<file path="src/rtl/trace_pkg.sv">
// Shared types and width constants for the trace capture block.
// The optional per-record cycle stamp is controlled by the TRACE_TIMESTAMP_EN macro.
package trace_pkg;

    localparam int TYPE_W         = 2;
    localparam int ADDR_W         = 9;
    localparam int TIME_W         = 16;
    localparam int DEFAULT_DATA_W = 32;

    typedef enum logic [TYPE_W-1:0] {
        REG_WB = 2'd0,
        MEM_RD = 2'd1,
        MEM_WR = 2'd2
    } trace_type_e;

    // Record layout at the default data width; trace_capture rebuilds it at its own DATA_W.
    typedef struct packed {
        trace_type_e                rec_type;
        logic [ADDR_W-1:0]          addr;
        logic [DEFAULT_DATA_W-1:0]  data;
`ifdef TRACE_TIMESTAMP_EN
        logic [TIME_W-1:0]          stamp;
`endif
    } trace_rec_t;

endpackage

</file>
<file path="src/rtl/trace_fifo.sv">
// Record buffer accepting up to two records per cycle (rec_a first, then rec_b) with one pop.
// The producer must never push more records than there is free space.
module trace_fifo
    import trace_pkg::*;
#(
    parameter int  DEPTH = 16,
    parameter type rec_t = trace_rec_t
) (
    input  logic                       clk,
    input  logic                       reset,
    input  logic [1:0]                 push_n,
    input  rec_t                       rec_a,
    input  rec_t                       rec_b,
    input  logic                       pop,
    output rec_t                       head,
    output logic [$clog2(DEPTH):0]     count
);

    localparam int AW = $clog2(DEPTH);

    rec_t            mem [DEPTH];
    logic [AW-1:0]   wptr;
    logic [AW-1:0]   rptr;
    logic            pop_ok;

    assign pop_ok = pop && (count != '0);
    assign head   = mem[rptr];

    // Pointers wrap naturally because DEPTH is a power of two.
    always_ff @(posedge clk) begin
        if (reset) begin
            wptr  <= '0;
            rptr  <= '0;
            count <= '0;
        end else begin
            wptr  <= wptr + AW'(push_n);
            rptr  <= rptr + AW'(pop_ok);
            count <= count + (AW+1)'(push_n) - (AW+1)'(pop_ok);
        end
    end

    // NOTE: storage has no reset; emptiness is tracked by count alone, so stale contents are never observed.
    always_ff @(posedge clk) begin
        if (push_n != 2'd0) mem[wptr] <= rec_a;
        if (push_n == 2'd2) mem[wptr + AW'(1)] <= rec_b;
    end

endmodule

</file>
<file path="src/rtl/trace_capture.sv">
// Core trace capture: turns writeback and data-memory activity into ordered trace records.
// Define TRACE_TIMESTAMP_EN to stamp each record with a free-running 16-bit cycle count.
module trace_capture
    import trace_pkg::*;
#(
    parameter int DATA_W = 32,
    parameter int DEPTH  = 16
) (
    input  logic               clk,
    input  logic               reset,
    input  logic               capture_en,
    input  logic [4:0]         reg_num,
    input  logic [DATA_W-1:0]  reg_data,
    input  logic               reg_write_sig,
    input  logic               wr,
    input  logic               rd,
    input  logic [8:0]         addr,
    input  logic [DATA_W-1:0]  wr_data,
    input  logic [DATA_W-1:0]  rd_data,
    output logic               trace_valid,
    input  logic               trace_ready,
    output logic [1:0]         trace_type,
    output logic [8:0]         trace_addr,
    output logic [DATA_W-1:0]  trace_data,
    output logic [15:0]        trace_time,
    output logic [15:0]        overflow_cnt,
    output logic               conflict
);

    localparam int AW = $clog2(DEPTH);

    typedef struct packed {
        trace_type_e        rec_type;
        logic [ADDR_W-1:0]  addr;
        logic [DATA_W-1:0]  data;
`ifdef TRACE_TIMESTAMP_EN
        logic [TIME_W-1:0]  stamp;
`endif
    } rec_t;

    logic        reg_ev;
    logic        mem_ev;
    logic [1:0]  n_events;
    logic [AW:0] count;
    logic [AW:0] free;
    logic        drop;
    logic [1:0]  push_n;
    rec_t        reg_rec;
    rec_t        mem_rec;
    rec_t        rec_a;
    rec_t        head;

`ifdef TRACE_TIMESTAMP_EN
    logic [TIME_W-1:0] stamp_cnt;

    always_ff @(posedge clk) begin
        if (reset) stamp_cnt <= '0;
        else       stamp_cnt <= stamp_cnt + 16'd1;
    end
`endif

    assign reg_ev   = capture_en && reg_write_sig && (reg_num != 5'd0);
    assign mem_ev   = capture_en && (wr || rd);
    assign n_events = {1'b0, reg_ev} + {1'b0, mem_ev};
    // Free space is taken from the pre-pop count, so a same-cycle pop never makes room.
    assign free     = (AW+1)'(DEPTH) - count;
    assign drop     = (AW+1)'(n_events) > free;
    assign push_n   = drop ? 2'd0 : n_events;

    // NOTE: every field gets a default first so no path through this block can infer a latch.
    always_comb begin
        reg_rec          = '0;
        mem_rec          = '0;
        reg_rec.rec_type = REG_WB;
        reg_rec.addr     = ADDR_W'(reg_num);
        reg_rec.data     = reg_data;
        mem_rec.rec_type = wr ? MEM_WR : MEM_RD;
        mem_rec.addr     = addr;
        mem_rec.data     = wr ? wr_data : rd_data;
`ifdef TRACE_TIMESTAMP_EN
        reg_rec.stamp    = stamp_cnt;
        mem_rec.stamp    = stamp_cnt;
`endif
        // The writeback belongs to the older instruction, so it goes in first.
        rec_a            = reg_ev ? reg_rec : mem_rec;
    end

    trace_fifo #(
        .DEPTH (DEPTH),
        .rec_t (rec_t)
    ) u_fifo (
        .clk    (clk),
        .reset  (reset),
        .push_n (push_n),
        .rec_a  (rec_a),
        .rec_b  (mem_rec),
        .pop    (trace_ready),
        .head   (head),
        .count  (count)
    );

    // NOTE: all sequential state uses non-blocking assignments so every register samples pre-edge values.
    always_ff @(posedge clk) begin
        if (reset) begin
            overflow_cnt <= '0;
            conflict     <= 1'b0;
        end else begin
            if (drop && overflow_cnt != 16'hFFFF) overflow_cnt <= overflow_cnt + 16'd1;
            if (capture_en && wr && rd)          conflict     <= 1'b1;
        end
    end

    assign trace_valid = (count != '0);
    assign trace_type  = trace_valid ? head.rec_type : 2'd0;
    assign trace_addr  = trace_valid ? head.addr : '0;
    assign trace_data  = trace_valid ? head.data : '0;

`ifdef TRACE_TIMESTAMP_EN
    assign trace_time  = trace_valid ? head.stamp : '0;
`else
    assign trace_time  = '0;
`endif

endmodule

</file>
<file path="config.mk">
export PLATFORM = sky130hd
export DESIGN_NAME = trace_capture
export DESIGN_NICKNAME = d
export VERILOG_FILES = /design/src/rtl/trace_pkg.sv /design/src/rtl/trace_fifo.sv /design/src/rtl/trace_capture.sv
export SDC_FILE = /design/constraint.sdc
export NUM_CORES = 1
export LEC_CHECK = 0
export BUFFER_PORTS_ARGS = -buffer_cell sky130_fd_sc_hd__buf_2
export CORE_MARGIN = 2
export CORE_UTILIZATION = 30
export CTS_CLUSTER_SIZE = 25
export DETAILED_ROUTE_END_ITERATION = 7
export GPL_ROUTABILITY_DRIVEN = 0
export PLACE_DENSITY = 0.54
export SLEW_MARGIN = 40
export SYNTH_ARGS = -nofsm -noshare
export SYNTH_HDL_FRONTEND = slang
export SYNTH_SLANG_ARGS = --single-unit
</file>
<file path="constraint.sdc">
create_clock -name clk -period 14.1 [get_ports clk]
set_clock_uncertainty 0.1 [all_clocks]
set_input_delay 2.82 -clock clk [delete_from_list [all_inputs] [get_ports clk]]
set_output_delay 2.82 -clock clk [all_outputs]
set_load 0.01 [all_outputs]
</file>
==> flow_metrics.tcl <==
set metrics [dict create \
    critPathCaptureType "register" \
    yosys-top-cells-area "edfxtp_1 59%, mux4_2 11%, a22oi_1 11%, mux2i_1 3.4%, clkbuf_1 1.9%" \
    cts_tree "built" \
    area_growth_pct 15.38 \
    utilization_pct 35.03 \
    dp.cells 3822 \
    powerDensity_nw_per_um2 156.1 \
    finalWirelength_um 117300 \
    clock_latency_ns 0.64 \
    ant_nets 0 \
    regToRegEndpoint "u_fifo.mem[9][17]$_DFFE_PP_" \
    worst_pin_slew_ns 0.8917 \
    r2r_slack_ns 9.99 \
    cts_buffer_depth 3 \
    cts-root-buf "clkbuf_16" \
    finalCritPeriodShare_pct 61.23 \
    slew_violations 0 \
    hold_viol_final 0 \
    async_reset_ff_share_pct 0 \
    swShare_pct 30.76 \
    final_nets 2526 \
    reg2reg_depth 10 \
    rsz0062_at_grt "no" \
    total_power_mw 6.270 \
    avgSynthCellArea_um2 14.94 \
    worst-setup-path-type "input port to register" \
    cts_resized 0 \
    intPower_mw 4.342 \
    io_buffers 177 \
    grt_overflow 0 \
    cp_data_arrival_time_ns 8.79 \
    seqPwrFrac_pct 40.9 \
    min_from "conflict$_SDFFE_PP0P_" \
    ys_types 47 \
    synth_cells 2330 \
    synth.top_cell.area_share_pct 59.35 \
    grt_pass1_vias 24104 \
    drive_gt1_share_pct 26.23 \
    fin_cells 3969 \
    ios 194 \
    first_pass_iters 5 \
    hpwl_um 64070 \
    ys.flop_type "edfxtp_1" \
    initial_core_util_pct 30.36 \
    synth_area_um2 34810 \
    status "completed" \
    finalSetupViolCount 0 \
    via_count 23595 \
    cts_hold_buf 0 \
    peakVddDrop_uv 113.1 \
    clk_pin_slew_ns 0.06 \
    chipHeight_um 344.6 \
    synth.most_common_cell "edfxtp_1" \
    p_leak_nw 13.30 \
    grt_use_total_pct 19.43 \
    grt_start_max_net_pins 69 \
    die_area_um2 118800 \
    drc 0 \
    max_freq_mhz 115.8 \
    core_um2 114700 \
    power_switching_mw 1.929 \
    comb_power_share_pct 26.0 \
    yosysWarningCount 0 \
    ys_top_cells_by_count "688 x edfxtp_1, 512 x a22oi_1, 177 x clkbuf_1, 172 x mux4_2, 119 x mux2i_1" \
    drtIter0Drc 2862 \
    die_x_um 344.6 \
    grt_pass1_wl_um 168100 \
    critPathMaxFanout 33 \
    period_minus_slack_ns 8.633 \
    antenna_found_initial 9 \
    synth-edff-count 688 \
    power.share.clock_pct 33.1 \
    crit_path_end "u_fifo.mem[9][17]$_DFFE_PP_" \
    r2r-start "u_fifo.count[0]$_SDFF_PP0_" \
    rows 124 \
    ys_seq_area_share_pct 61.07 \
    ys_ff_latch 718 \
    cp-start-kind "input port" \
    finalSetupTns_ns 0 \
    post-cts-setup-buffer-count 0 \
    max-slew-margin-rel_pct 40.55 \
    crit_required_ns 14.26 \
    numCtsBuffers 78 \
    cts.sinks 718 \
    htreeDepth 3 \
    synth_area_leader_cell "edfxtp_1" \
    startpoint "reg_num[0]" \
    hp-class "register to register" \
    wire_per_inst_um 29.56 \
    drv_cap 0 \
    vias_per_cell 5.945 \
]
-- how the worst min path moves through the flow --
stage,to,slack (ns),depth (start not counted)
3_5_place_dp,conflict$_SDFFE_PP0P_,0.35,2
3_3_place_gp,conflict$_SDFFE_PP0P_,0.35,2
6_report,conflict$_SDFFE_PP0P_,0.36,2
5_1_grt,conflict$_SDFFE_PP0P_,0.41,2
4_1_cts,conflict$_SDFFE_PP0P_,0.37,2
2_1_floorplan,overflow_cnt[10]$_SDFFE_PP0P_,0.40,2
-- metrics by stage --
stage          worst slack [ns]  cell area [um2]  hold WS [ns]
6_report                  5.467            40160        0.3648
5_1_grt                   5.114            40160        0.4057
4_1_cts                   5.868            40150        0.3655
3_5_place_dp              5.201            37600        0.3513
3_3_place_gp              4.948            37310        0.3503
2_1_floorplan             4.729            34870        0.4042
-- power groups by stage --
stage,logic [mW],registers [mW],clock network [mW]
6_report,1.63,2.57,2.07
5_1_grt,1.76,2.58,2.17
4_1_cts,1.65,2.57,2.09
3_5_place_dp,1.65,2.61,0
3_3_place_gp,1.59,2.62,0
2_1_floorplan,1.07,2.58,0
-- critical path, cell delays in order --
cell and delay [ns]:
buf_2 0.11, or4_1 0.59, o211ai_4 0.18, buf_4 0.64
clkinv_2 0.86, ha_1 0.69, inv_1 0.13, ha_1 0.30
nand2_1 0.09, o2111a_1 0.22, nand2_1 0.24, nand3_1 0.41
nor2_4 0.72, buf_4 0.63
-- cell type report --
class	count	area, um2
Clock buffer	106	2108
Antenna cell	2	5.005
Clock inverter	39	442.9
Multi-Input combinational cell	1298	12600
Fill cell	10872	74490
Timing Repair Buffer	277	1784
Inverter	17	65.06
Tap cell	1512	1892
Sequential cell	718	21270
-- placed cells by master, fill, tap and decap left out, types with 37 or more instances in the layout --
master,instances
o22ai_1,43
edfxtp_1,688
and2_1,83
a22oi_1,512
clkbuf_16,79
mux2i_1,119
buf_2,176
nor2_1,37
a21oi_1,49
mux4_2,172
a22o_1,64
buf_4,87
-- kinds of logic (layout without fill, tap and decap cells) --
group | after synthesis | count (layout) | synth area share (%)
xor+xnor | 11 | 11 | 0.3307
mux | 293 | 293 | 14.61
compound gates | 712 | 712 | 15.25
flops | 718 | 718 | 61.07
fa+ha+maj | 19 | 19 | 0.7260
buf+inv | 329 | 439 | 4.166
other cells | 1 | 18 | 0.01077
simple gates | 247 | 247 | 3.824
-- sequential cells by signal (all words and copies together), names as in the netlist --
name	count
u_fifo.count	5
u_fifo.mem	688
u_fifo.wptr	4
u_fifo.rptr	4
overflow_cnt	16
conflict	1
-- routing by layer --
| layer | vias to the layer above | share of wire (%) | GRT usage (%) | wire length [um] |
|---|---|---|---|---|
| li1 | 9680 | - | - | - |
| met1 | 12318 | 39 | 25.52 | 46340 |
| met2 | 1341 | 47 | 31.23 | 55460 |
| met3 | 238 | 9.7 | 4.727 | 11370 |
| met4 | 18 | 3.5 | 6.993 | 4064 |
| met5 | - | 0.084 | 0 | 98 |
(Power assumes the default switching activity.)
